[src/rtl/imem_port_arbiter_if.sv]
// Signal bundle between the fetch stage / instruction loader, the
// instruction-memory arbiter and the single-port instruction SRAM.
interface imem_port_arbiter_if #(
    parameter int ADDR_W = 9
);
    logic              i_wr_req;
    logic [31:0]       i_wr_addr;
    logic [31:0]       i_wr_data;
    logic              o_wr_valid;
    logic              i_rd_req;
    logic [31:0]       i_rd_addr;
    logic              o_rd_gnt;
    logic              o_rd_valid;
    logic [31:0]       o_rd_data;
    logic              i_flush;
    logic              o_addr_err;
    logic              o_mem_en;
    logic              o_mem_we;
    logic [ADDR_W-1:0] o_mem_addr;
    logic [31:0]       o_mem_wdata;
    logic [31:0]       i_mem_rdata;
    logic              o_busy;

    // Arbiter side
    modport slave (
        input  i_wr_req, i_wr_addr, i_wr_data, i_rd_req, i_rd_addr,
        input  i_flush, i_mem_rdata,
        output o_wr_valid, o_rd_gnt, o_rd_valid, o_rd_data, o_addr_err,
        output o_mem_en, o_mem_we, o_mem_addr, o_mem_wdata, o_busy
    );

    // Requester / memory side
    modport master (
        output i_wr_req, i_wr_addr, i_wr_data, i_rd_req, i_rd_addr,
        output i_flush, i_mem_rdata,
        input  o_wr_valid, o_rd_gnt, o_rd_valid, o_rd_data, o_addr_err,
        input  o_mem_en, o_mem_we, o_mem_addr, o_mem_wdata, o_busy
    );
endinterface

[src/rtl/imem_port_arbiter.sv]
// Shares the single-port instruction SRAM between the loader (writes) and the
// fetch stage (reads), with bounded write priority and flush of in-flight reads.
module imem_port_arbiter #(
    parameter int ADDR_W       = 9,
    parameter int MAX_WR_BURST = 4
) (
    input  logic                i_clk,
    input  logic                i_rst_n,
    imem_port_arbiter_if.slave  bus
);

    localparam int CNT_W = $clog2(MAX_WR_BURST + 1);
    localparam logic [CNT_W-1:0] CNT_MAX  = CNT_W'(MAX_WR_BURST);
    localparam logic [CNT_W-1:0] CNT_ZERO = {CNT_W{1'b0}};
    localparam logic [CNT_W-1:0] CNT_ONE  = CNT_W'(1);

    typedef enum logic [1:0] {
        IDLE       = 2'd0,
        WRITE      = 2'd1,
        READ_ISSUE = 2'd2,
        READ_RESP  = 2'd3
    } state_t;

    function automatic logic addr_out_of_range(input logic [31:2] addr);
        return |addr[31:ADDR_W+2];
    endfunction

    function automatic logic [ADDR_W-1:0] word_addr(input logic [31:2] addr);
        return addr[ADDR_W+1:2];
    endfunction

    state_t            state_r;
    state_t            state_nxt_s;
    logic [CNT_W-1:0]  wr_cnt_r;
    logic [CNT_W-1:0]  wr_cnt_nxt_s;
    logic              rd_ok_s;
    logic              rd_gnt_s;
    logic              wr_gnt_s;
    logic              wr_oor_s;
    logic              rd_oor_s;
    logic              rd_kill_s;

    logic              mem_en_r;
    logic              mem_we_r;
    logic [ADDR_W-1:0] mem_addr_r;
    logic [31:0]       mem_wdata_r;
    logic              wr_valid_r;
    logic              rd_valid_r;
    logic [31:0]       rd_data_r;
    logic              addr_err_r;
    logic              rd_err_r;
    logic              rd_flush_r;
    logic              busy_r;

    assign rd_ok_s   = bus.i_rd_req & ~bus.i_flush;
    assign wr_oor_s  = addr_out_of_range(bus.i_wr_addr[31:2]);
    assign rd_oor_s  = addr_out_of_range(bus.i_rd_addr[31:2]);
    // A flush seen in either cycle of an outstanding read cancels its response
    assign rd_kill_s = rd_flush_r | bus.i_flush;

    // Arbitration, next-state and write-burst counter update
    always_comb begin
        state_nxt_s  = state_r;
        wr_cnt_nxt_s = wr_cnt_r;
        rd_gnt_s     = 1'b0;
        wr_gnt_s     = 1'b0;
        case (state_r)
            IDLE: begin
                if (rd_ok_s && (wr_cnt_r == CNT_MAX)) begin
                    rd_gnt_s     = 1'b1;
                    state_nxt_s  = READ_ISSUE;
                    wr_cnt_nxt_s = CNT_ZERO;
                end else if (bus.i_wr_req) begin
                    wr_gnt_s     = 1'b1;
                    state_nxt_s  = WRITE;
                    wr_cnt_nxt_s = (wr_cnt_r == CNT_MAX) ? CNT_MAX : (wr_cnt_r + CNT_ONE);
                end else if (rd_ok_s) begin
                    rd_gnt_s     = 1'b1;
                    state_nxt_s  = READ_ISSUE;
                    wr_cnt_nxt_s = CNT_ZERO;
                end else begin
                    wr_cnt_nxt_s = CNT_ZERO;
                end
            end
            WRITE:      state_nxt_s = IDLE;
            READ_ISSUE: state_nxt_s = READ_RESP;
            READ_RESP:  state_nxt_s = IDLE;
            default:    state_nxt_s = IDLE;
        endcase
    end

    // State, burst counter and busy flag
    always_ff @(posedge i_clk or negedge i_rst_n) begin
        if (!i_rst_n) begin
            state_r  <= IDLE;
            wr_cnt_r <= CNT_ZERO;
            busy_r   <= 1'b0;
        end else begin
            state_r  <= state_nxt_s;
            wr_cnt_r <= wr_cnt_nxt_s;
            busy_r   <= (state_nxt_s != IDLE);
        end
    end

    // Memory command: one cycle per accepted in-range request, cleared otherwise
    always_ff @(posedge i_clk or negedge i_rst_n) begin
        if (!i_rst_n) begin
            mem_en_r    <= 1'b0;
            mem_we_r    <= 1'b0;
            mem_addr_r  <= {ADDR_W{1'b0}};
            mem_wdata_r <= 32'h0000_0000;
        end else if (wr_gnt_s && !wr_oor_s) begin
            mem_en_r    <= 1'b1;
            mem_we_r    <= 1'b1;
            mem_addr_r  <= word_addr(bus.i_wr_addr[31:2]);
            mem_wdata_r <= bus.i_wr_data;
        end else if (rd_gnt_s && !rd_oor_s) begin
            mem_en_r    <= 1'b1;
            mem_we_r    <= 1'b0;
            mem_addr_r  <= word_addr(bus.i_rd_addr[31:2]);
            mem_wdata_r <= 32'h0000_0000;
        end else begin
            mem_en_r    <= 1'b0;
            mem_we_r    <= 1'b0;
            mem_addr_r  <= {ADDR_W{1'b0}};
            mem_wdata_r <= 32'h0000_0000;
        end
    end

    // Per-read bookkeeping: range error and flush seen during READ_ISSUE
    always_ff @(posedge i_clk or negedge i_rst_n) begin
        if (!i_rst_n) begin
            rd_err_r   <= 1'b0;
            rd_flush_r <= 1'b0;
        end else if (rd_gnt_s) begin
            rd_err_r   <= rd_oor_s;
            rd_flush_r <= 1'b0;
        end else if (state_r == READ_ISSUE) begin
            rd_err_r   <= rd_err_r;
            rd_flush_r <= bus.i_flush;
        end else begin
            rd_err_r   <= rd_err_r;
            rd_flush_r <= rd_flush_r;
        end
    end

    // Completion handshakes and read-data capture
    always_ff @(posedge i_clk or negedge i_rst_n) begin
        if (!i_rst_n) begin
            wr_valid_r <= 1'b0;
            rd_valid_r <= 1'b0;
            addr_err_r <= 1'b0;
            rd_data_r  <= 32'h0000_0000;
        end else begin
            wr_valid_r <= wr_gnt_s;
            rd_valid_r <= (state_r == READ_RESP) && !rd_kill_s;
            addr_err_r <= (wr_gnt_s && wr_oor_s) ||
                          ((state_r == READ_RESP) && rd_err_r && !rd_kill_s);
            // Out-of-range reads never touched the SRAM, so keep the old data
            if ((state_r == READ_RESP) && !rd_err_r) begin
                rd_data_r <= bus.i_mem_rdata;
            end else begin
                rd_data_r <= rd_data_r;
            end
        end
    end

    assign bus.o_rd_gnt    = rd_gnt_s;
    assign bus.o_wr_valid  = wr_valid_r;
    assign bus.o_rd_valid  = rd_valid_r;
    assign bus.o_rd_data   = rd_data_r;
    assign bus.o_addr_err  = addr_err_r;
    assign bus.o_mem_en    = mem_en_r;
    assign bus.o_mem_we    = mem_we_r;
    assign bus.o_mem_addr  = mem_addr_r;
    assign bus.o_mem_wdata = mem_wdata_r;
    assign bus.o_busy      = busy_r;

endmodule
[src/flat_wrapper.sv]
// flat-port wrapper written by rule: the top's interface ports become plain ports
module imem_port_arbiter_flat 
#(
    parameter int ADDR_W       = 9,
    parameter int MAX_WR_BURST = 4
)
  (i_clk, i_rst_n, bus_i_wr_req, bus_i_wr_addr, bus_i_wr_data, bus_i_rd_req, bus_i_rd_addr, bus_i_flush, bus_i_mem_rdata, bus_o_wr_valid, bus_o_rd_gnt, bus_o_rd_valid, bus_o_rd_data, bus_o_addr_err, bus_o_mem_en, bus_o_mem_we, bus_o_mem_addr, bus_o_mem_wdata, bus_o_busy);
  imem_port_arbiter_if #(.ADDR_W(ADDR_W)) bus_i ();
  input  logic i_clk;
  input  logic i_rst_n;
  input wire logic [$bits(bus_i.i_wr_req)-1:0] bus_i_wr_req;
  input wire logic [$bits(bus_i.i_wr_addr)-1:0] bus_i_wr_addr;
  input wire logic [$bits(bus_i.i_wr_data)-1:0] bus_i_wr_data;
  input wire logic [$bits(bus_i.i_rd_req)-1:0] bus_i_rd_req;
  input wire logic [$bits(bus_i.i_rd_addr)-1:0] bus_i_rd_addr;
  input wire logic [$bits(bus_i.i_flush)-1:0] bus_i_flush;
  input wire logic [$bits(bus_i.i_mem_rdata)-1:0] bus_i_mem_rdata;
  output wire logic [$bits(bus_i.o_wr_valid)-1:0] bus_o_wr_valid;
  output wire logic [$bits(bus_i.o_rd_gnt)-1:0] bus_o_rd_gnt;
  output wire logic [$bits(bus_i.o_rd_valid)-1:0] bus_o_rd_valid;
  output wire logic [$bits(bus_i.o_rd_data)-1:0] bus_o_rd_data;
  output wire logic [$bits(bus_i.o_addr_err)-1:0] bus_o_addr_err;
  output wire logic [$bits(bus_i.o_mem_en)-1:0] bus_o_mem_en;
  output wire logic [$bits(bus_i.o_mem_we)-1:0] bus_o_mem_we;
  output wire logic [$bits(bus_i.o_mem_addr)-1:0] bus_o_mem_addr;
  output wire logic [$bits(bus_i.o_mem_wdata)-1:0] bus_o_mem_wdata;
  output wire logic [$bits(bus_i.o_busy)-1:0] bus_o_busy;
  assign bus_i.i_wr_req = bus_i_wr_req;
  assign bus_i.i_wr_addr = bus_i_wr_addr;
  assign bus_i.i_wr_data = bus_i_wr_data;
  assign bus_i.i_rd_req = bus_i_rd_req;
  assign bus_i.i_rd_addr = bus_i_rd_addr;
  assign bus_i.i_flush = bus_i_flush;
  assign bus_i.i_mem_rdata = bus_i_mem_rdata;
  assign bus_o_wr_valid = bus_i.o_wr_valid;
  assign bus_o_rd_gnt = bus_i.o_rd_gnt;
  assign bus_o_rd_valid = bus_i.o_rd_valid;
  assign bus_o_rd_data = bus_i.o_rd_data;
  assign bus_o_addr_err = bus_i.o_addr_err;
  assign bus_o_mem_en = bus_i.o_mem_en;
  assign bus_o_mem_we = bus_i.o_mem_we;
  assign bus_o_mem_addr = bus_i.o_mem_addr;
  assign bus_o_mem_wdata = bus_i.o_mem_wdata;
  assign bus_o_busy = bus_i.o_busy;
  imem_port_arbiter #(.ADDR_W(ADDR_W), .MAX_WR_BURST(MAX_WR_BURST)) u_core (.i_clk(i_clk), .i_rst_n(i_rst_n), .bus(bus_i));
endmodule
[config.mk]
export PLATFORM = sky130hd
export DESIGN_NAME = imem_port_arbiter_flat
export DESIGN_NICKNAME = d
export VERILOG_FILES = /design/src/rtl/imem_port_arbiter_if.sv /design/src/rtl/imem_port_arbiter.sv /design/src/flat_wrapper.sv
export SDC_FILE = /design/constraint.sdc
export NUM_CORES = 1
export LEC_CHECK = 0
export CORE_MARGIN = 3
export CORE_UTILIZATION = 30
export DETAILED_ROUTE_END_ITERATION = 10
export PLACE_DENSITY_LB_ADDON = 0.3
export SLEW_MARGIN = 10
export SYNTH_ARGS = -nofsm -noshare
export SYNTH_HDL_FRONTEND = slang
export SYNTH_SLANG_ARGS = --single-unit
[constraint.sdc]
create_clock -name i_clk -period 3.05 [get_ports i_clk]
set_input_delay 0.7625 -clock i_clk [delete_from_list [all_inputs] [get_ports i_clk]]
set_output_delay 0.7625 -clock i_clk [all_outputs]
set_load 0.005 [all_outputs]
# Word level (Yosys, flattened, before mapping)

Cells that the tools add are included.
Widths: inputs -> output; s select.

Equality and inequality tests: 4
Mux-type cells: 22
$add $sub $neg: 1
Reductions and logical operators: 19
Bitwise logic cells: 3

Operator list:

| operator            | count |
|---|---|
| $reduce_or 21->1    | 2 |
| $mux 32             | 1 |
| $mux 9              | 2 |
| $mux 1              | 12 |
| $mux 3              | 3 |
| $logic_and 1x1->1   | 8 |
| $mux 2              | 3 |
| $pmux 2 s3          | 1 |
| $eq 2x2->1 const B  | 2 |
| $logic_not 1->1     | 4 |
| $reduce_bool 2->1   | 2 |
| $add 3x1->3 const B | 1 |
| $eq 3x3->1 const B  | 1 |
| $eq 2x1->1 const B  | 1 |
| $logic_not 2->1     | 1 |
| $reduce_or 2->1     | 1 |
| $and 1x1->1         | 1 |
| $logic_or 1x1->1    | 1 |
| $not 1->1           | 1 |
| $or 1x1->1          | 1 |

Word-level logic and storage cells: 62
Register bits after elaboration: 86
Output and inout port bits: 80
Input port bits: 133

# Logic depth before layout (Yosys ltp)

Depth after elaboration: 9
Mapped depth: 7
Depth with buffers taken out: 6

# Worst setup path before layout

Ideal clock, no wire load.

Path type: in2out
Start: input port bus_i_flush
End: output port bus_o_rd_gnt
Stages on the path: 3
Path slack: 0.862 ns
Buffers on the path: 0
Required time: 2.288 ns
Arrival: 1.425 ns
Cells stage by stage: nand2b_4 a2111o_1 inv_1

Cells in the longest elaborated chain, start to end: 6
Elaborated cells between the ends (all ways): 7
Those cells by class: 4 x mux; 2 x bitwise; 1 x reduce/logical

Ends and longest elaborated chain:

| item            | RTL line                | text |
|---|---|---|
| from (decl)     | flat_wrapper.sv:16      | `input wire logic [$bits(bus_i.i_flush)-1:0] bus_i_flush;` |
| $not 1->1 (*)   | imem_port_arbiter.sv:55 | `assign rd_ok_s = bus.i_rd_req & ~bus.i_flush;` |
| $and 1x1->1 (*) | imem_port_arbiter.sv:55 |  |
| $mux 1          | imem_port_arbiter.sv:77 | `end else if (rd_ok_s) begin` |
| $mux 1          | imem_port_arbiter.sv:73 | `end else if (bus.i_wr_req) begin` |
| $mux 1 (*)      | imem_port_arbiter.sv:69 | `if (rd_ok_s && (wr_cnt_r == CNT_MAX)) begin` |
| $mux 1 (*)      | imem_port_arbiter.sv:67 | `case (state_r)` |
| to (decl)       | flat_wrapper.sv:19      | `output wire logic [$bits(bus_i.o_rd_gnt)-1:0] bus_o_rd_gnt;` |

Every way passes the cells marked *; elsewhere a longest branch is shown, timed or not.

# Worst setup path after layout

Start: input port bus_i_rd_req
End: output port bus_o_rd_gnt

Cells in the longest elaborated chain, start to end: 5
Elaborated cells between the ends (all ways): 6
Those cells by class: 4 x mux; 1 x bitwise; 1 x reduce/logical

Ends and longest elaborated chain:

| item            | RTL line                | text |
|---|---|---|
| from (decl)     | flat_wrapper.sv:14      | `input wire logic [$bits(bus_i.i_rd_req)-1:0] bus_i_rd_req;` |
| $and 1x1->1 (*) | imem_port_arbiter.sv:55 |  |
| $mux 1          | imem_port_arbiter.sv:77 |  |
| $mux 1          | imem_port_arbiter.sv:73 |  |
| $mux 1 (*)      | imem_port_arbiter.sv:69 |  |
| $mux 1 (*)      | imem_port_arbiter.sv:67 |  |

Marked as above.

==> results.json <==
{
  "syn_to_final_growth_pct": 79.08,
  "synthFlopType": "dfrtp_1",
  "portBuffers": 208,
  "cp_data_arrival_time_ns": 2.04,
  "syn-cell-area_um2": 3152,
  "yosysTopAreaCellShare_pct": 68.28,
  "drt_pass1_iterations": 4,
  "layout.nets": 574,
  "synth-compound-area-share_pct": 4.803,
  "rows": 36,
  "p_leak_nw": 2.464,
  "synthDistinctLibCells": 31,
  "via_per_inst": 4.364,
  "hold_path.class": "in2async",
  "synth-async-reset-ratio_pct": 100.0,
  "fin_crit_ns": 2.804,
  "post-place-ws_ns": -0.04327,
  "cp-end-kind": "output port",
  "yosysWarnings": 0,
  "grt_max_degree": 47,
  "finalHoldViolations": 0,
  "path_clk_slew_ns": 0.09,
  "outcome": "complete, no violations",
  "worst_pin_slew_ns": 0.5239,
  "cts.sinks": 86,
  "crit_path_max_fanout": 2,
  "synth_top_family_by_area": "simple AND/OR/NAND/NOR gates",
  "avgSynthCellArea_um2": 14.39,
  "insertion_delay_ns": 0.34,
  "synthAdderAreaFrac_pct": 0.7940,
  "synth_seq_cells": 86,
  "synth_xor_area_share_pct": 0,
  "grt-ovfl-total": 0,
  "synth_most_common_cell": "dfrtp_1",
  "skew_ns": 0.009945,
  "routed_wl_um": 8419,
  "layout-drive-gt1-share_pct": 14.86,
  "layout_setup_ws_ns": 0.2458,
  "antennaDiodeCount": 0,
  "synth_top_cells_by_count": "86 x dfrtp_1, 32 x and2_1, 32 x mux2_2",
  "criticalPathCategory": "in2out",
  "drt_iter0_markers": 49,
  "hpwl_um": 6613,
  "grt_pass1_wl_um": 12940,
  "wl_per_cell_um": 14.59,
  "cts_tree": "built",
  "max_clock_freq_mhz": 356.6,
  "ant_nets": 0,
  "synthesis.nets": 354,
  "die_y_um": 108.5,
  "rsz0062_at_grt": "false",
  "slew_violations": 0,
  "grt_use_total_pct": 14.18,
  "dieWidth_um": 108.5,
  "max-vdd-ir-drop_v": 0.0001761,
  "syn_inst": 219,
  "cap_violations": 0,
  "finalSetupViolations": 0,
  "fin_crit_sh_pct": 91.94,
  "vias": 2518,
  "cts_root_buf": "clkbuf_8",
  "synthSimpleGateAreaFrac_pct": 12.62,
  "ios": 213,
  "numCtsBuffers": 9,
  "first_global_vias": 2648,
  "core_um2": 10000,
  "die_area_um2": 11770,
  "clk_path_buf_depth": 2,
  "slew_headroom_pct": 65.07,
  "synth_area_leaders": "dfrtp_1 68%, mux2_2 11%, and2_1 6.4%, a22o_1 2.5%, nor4_1 1.6%",
  "antenna_found_initial": 0,
  "start_util_pct": 31.52,
  "yosysSeqAreaShare_pct": 68.28,
  "drc": 0,
  "cp.required_ns": 2.29,
  "p_total_mw": 2.509,
  "crit_path_start_kind": "input port",
  "synth_edf_count": 0,
  "gp_congestion": 0.7570,
  "h-tree-depth": 3,
  "synth_mux_area_share_pct": 11.43,
  "fin_setup_tns_ns": 0,
  "power-per-cell-area_nw_per_um2": 444.6,
  "synth_top_area_cell": "dfrtp_1"
}
==> worst max-delay path, cell delays in order <==
cell,delay [ns]
clkdlybuf4s50_1,0.51
nand2b_4,0.06
a2111o_1,0.40
inv_1,0.06
dlygate4sd2_1,0.24
==> metal layers <==
metal	track usage (%)	wire length [um]	vias to the layer above
met5	0	0	-
met4	4.328	80	0
met3	6.328	1028	9
met2	24.40	4160	121
met1	15.73	3150	1200
li1	-	-	1188
==> cell usage in the layout, fill, tap and decap left out, drive strengths merged, types with 2 or more instances in the layout <==
cell type        n
nor2             4
nand4            3
clkdlybuf4s50  206
buf             10
clkinv           2
clkbuf          10
nand3            3
a21oi            2
dfrtp           86
o21ai            3
inv              9
mux2            32
a22o             9
nor4             8
nand2b           2
nor3             5
and2            32
nand2            7
ha               2
==> cell type report <==
| cell class | instances | area (um2) |
|---|---|---|
| tap | 133 | 166.4 |
| sequential | 86 | 2152 |
| inverter | 7 | 26.28 |
| timing repair buffer | 217 | 2158 |
| multi-input combinational | 118 | 934.6 |
| clock buffer | 10 | 137.6 |
| clock inverter | 6 | 68.82 |
| fill | 896 | 4355 |
==> report_power, final <==
part	internal, mW	switching, mW	leakage (nW)	total (mW)
Sequential	1.21	0.0431	1.11	1.25
Clock	0.407	0.416	0.103	0.823
Combinational	0.284	0.151	1.25	0.435
Total	1.90	0.611	2.46	2.51
==> metrics by stage <==
stage	cells	area (um2)	utilization, %	hold WS [ns]
floorplan	219	3152	-	0.4171
global placement	561	5439	54.39	0.4356
detailed placement	561	5439	54.39	0.4630
CTS	577	5644	56.44	0.3898
global route	577	5644	56.44	0.4075
finish	577	5644	56.44	0.3811
==> path summary, 6_finish.rpt <==
| check | endpoint | startpoint | cells after the start | slack, ns |
|---|---|---|---|---|
| worst max-delay path | bus_o_rd_gnt | bus_i_rd_req | 5 | 0.25 |
| worst min-delay path | u_core.bus.o_rd_data[14]$_DFFE_PN0P_ | i_rst_n | 1 | 0.38 |
| worst max register to register | u_core.bus.o_mem_addr[8]$_DFF_PN0_ | u_core.wr_cnt_r[0]$_DFFE_PN0N_ | 8 | 1.14 |
| worst min register to register | u_core.bus.o_rd_valid$_DFF_PN0_ | u_core.rd_flush_r$_DFFE_PN0P_ | 1 | 0.47 |
| max in group asynchronous | u_core.bus.o_mem_wdata[24]$_DFF_PN0_ | i_rst_n | 2 | 2.02 |
| min in group i_clk | u_core.bus.o_rd_valid$_DFF_PN0_ | u_core.rd_flush_r$_DFFE_PN0P_ | 1 | 0.47 |
==> registers in the layout, indices dropped and copies added, names as in the netlist <==
| register | cells |
|---|---|
| u_core.bus.o_busy | 1 |
| u_core.bus.o_mem_wdata | 32 |
| u_core.bus.o_mem_addr | 9 |
| u_core.bus.o_mem_en | 1 |
| u_core.wr_cnt_r | 3 |
| u_core.bus.o_rd_data | 32 |
| u_core.state_r | 2 |
| u_core.bus.o_addr_err | 1 |
| u_core.rd_err_r | 1 |
| u_core.rd_flush_r | 1 |
| u_core.bus.o_rd_valid | 1 |
| u_core.bus.o_wr_valid | 1 |
| u_core.bus.o_mem_we | 1 |
==> kinds of logic (layout without fill, tap and decap cells) <==
family / count (synthesis) / in the layout
fa+ha+maj: 2 / 2
flops: 86 / 86
simple gates: 65 / 65
compound gates: 19 / 19
buf+inv: 15 / 240
mux: 32 / 32
==> timing repair <==
item,4_1_cts,5_1_grt
hold buffers,0,0
endpoints found under the setup margin,1,0
resized for setup,1,0
buffers inserted,0,0
(Power assumes the default switching activity.)
==> edit: new RTL, same flow settings <==
`ADDR_W` is set to 9 in 3 places; all go to 11.
--- a/src/rtl/imem_port_arbiter_if.sv
+++ b/src/rtl/imem_port_arbiter_if.sv
@@ -3,3 +3,3 @@
 interface imem_port_arbiter_if #(
-    parameter int ADDR_W = 9
+    parameter int ADDR_W = 11
 );
--- a/src/rtl/imem_port_arbiter.sv
+++ b/src/rtl/imem_port_arbiter.sv
@@ -3,3 +3,3 @@
 module imem_port_arbiter #(
-    parameter int ADDR_W       = 9,
+    parameter int ADDR_W       = 11,
     parameter int MAX_WR_BURST = 4
--- a/src/flat_wrapper.sv
+++ b/src/flat_wrapper.sv
@@ -3,3 +3,3 @@
 #(
-    parameter int ADDR_W       = 9,
+    parameter int ADDR_W       = 11,
     parameter int MAX_WR_BURST = 4
Ports: changed (resized bus_o_mem_addr); port bits go from 213 to 215. No check against the original RTL was run, so the function may have changed too.
==> edit against the original RTL <==
Sequential share of layout area up 0.36 points; via count up 1.2%; critical path depth down 1; final area up 1.4%; cell count up 0.35%; critical path type unchanged; die area up 2.8%; count of clock-buffer cells in the layout down 1; area after synthesis up 3.0%; sequential cell count up 2; wire length up 3.1%; setup slack better by 0.20 ns.
Power is not compared: it rests on default switching activity, and its combinational part moved more than twofold at a synthesized area within 25%.
==> edit: results (changes against the original RTL) <==
- Vias per cell: 4.399 (+0.80%)
- Highest cell delay on the worst timing path: 0.42 ns (-0.09 ns)
- Netlist cell types: 33 (+6.5%)
- GPL Wtd Cong: 0.7438 (-1.7%)
- Wire per inst: 14.99 um (+2.8%)
- Worst R2R Setup Slack: 1.18 ns (+0.04 ns)
- Status: complete, no violations
- Iteration-0 DRC count of the detailed router: 73 (+49%)
- Number of port buffers: 210 (+0.96%)
- Slew @ Worst Pin: 0.8864 ns (+0.3626 ns)
- Area occupied by multi-input gates: 985.9 um^2 (+5.5%)
- Layout cell share with drive strength beyond 1: 0.1512 (+0.002593)
- Met3 usage: 0.06523 (+0.001946)
- Vias in the first global route: 2764 (+4.4%)
- Synth top cells by count: dfrtp_1 (88), and2_1 (32), mux2_2 (29)
- Antenna violations before repair: 1 (+1)
- Reg2reg end: u_core.bus.o_mem_addr[5]
- Register Area: 2202 um^2 (+2.3%)
- Clk tree area frac: 0.03586 (-0.0007146)
- Top cells by area, synth: dfrtp_1 (68%), mux2_2 (10%), and2_1 (6.2%), a22o_2 (2.8%), nor4_1 (1.5%)
- Met2 Resource Use GR: 0.2487 (+0.004658)
- Non-clk bufs: 216 (-0.46%)
- Syn nets: 357 (+0.85%)
- Final setup viols: 0 (unchanged)
- Seq_cells: 88 (+2.3%)
- CTS max path bufs: 2 (unchanged)
- Wl on met1: 2920 um (-7.3%)
- Placed cells: 565 (+0.71%)
- Top Layer Used: met5
- Post-Syn Area per Cell: 14.63 um^2 (+1.6%)
- Metal2 WL: 4440 um (+6.7%)
- Non-Clock Buffer Area Fraction: 0.3752 (-0.007153)
- Finished Core Util: 0.5493 (-0.01513)
- R2R depth: 7 (-1)
- Hold Slack: 0.4591 ns (+0.07795 ns)
- Crit path DAT: 1.84 ns (-0.20 ns)
- Seq/total area: 0.3849 (+0.003578)
- Final Skew: 0.01700 ns (+0.007054 ns)
- Met1 Use GR: 0.1438 (-0.01348)
- Post-CTS sizing: 0 (-1)
- Worst Hold Class: reg2reg
- Setup ws final: 0.4430 ns (+0.1972 ns)
- Routed met3 length: 1118 um (+8.8%)
- Largest net degree at the start of global routing: 74 (+57%)
- Inverters: 3 (-4)
- Sequential fraction of the synthesis area: 0.6782 (-0.004583)
- Place WS: 0.04772 ns (+0.09099 ns)
-- edit: changes by cell type after synthesis, sizes merged, moves of 2 or more --
cell,before,now
a22o,9,11
dfrtp,86,88
nand2,7,10
inv,7,3
nand3,3,1
nand4,3,1
-- edit: power by group through the flow --
stage | registers [mW] | clock network [mW] | logic, mW
final | 1.57 | 0.838 | 1.03
after global routing | 1.61 | 0.921 | 1.13
after CTS | 1.58 | 0.874 | 1.05
after detailed placement | 1.60 | 0 | 1.05
after global placement | 1.58 | 0 | 1.03
after floorplan | 1.61 | 0 | 0.286
-- edit: logic make-up (layout without fill, tap and decap cells) --
| group | count (synthesis) | in the layout | share of synthesized area |
|---|---|---|---|
| AND/OR/NAND/NOR | 69 | 69 | 0.1303 |
| buffers and inverters | 12 | 233 | 0.01811 |
| flip-flops | 88 | 88 | 0.6782 |
| AO/OA/AOI/OAI | 19 | 19 | 0.05472 |
| multiplexers | 32 | 32 | 0.1110 |
| adder cells (fa/ha/maj) | 2 | 2 | 0.007706 |
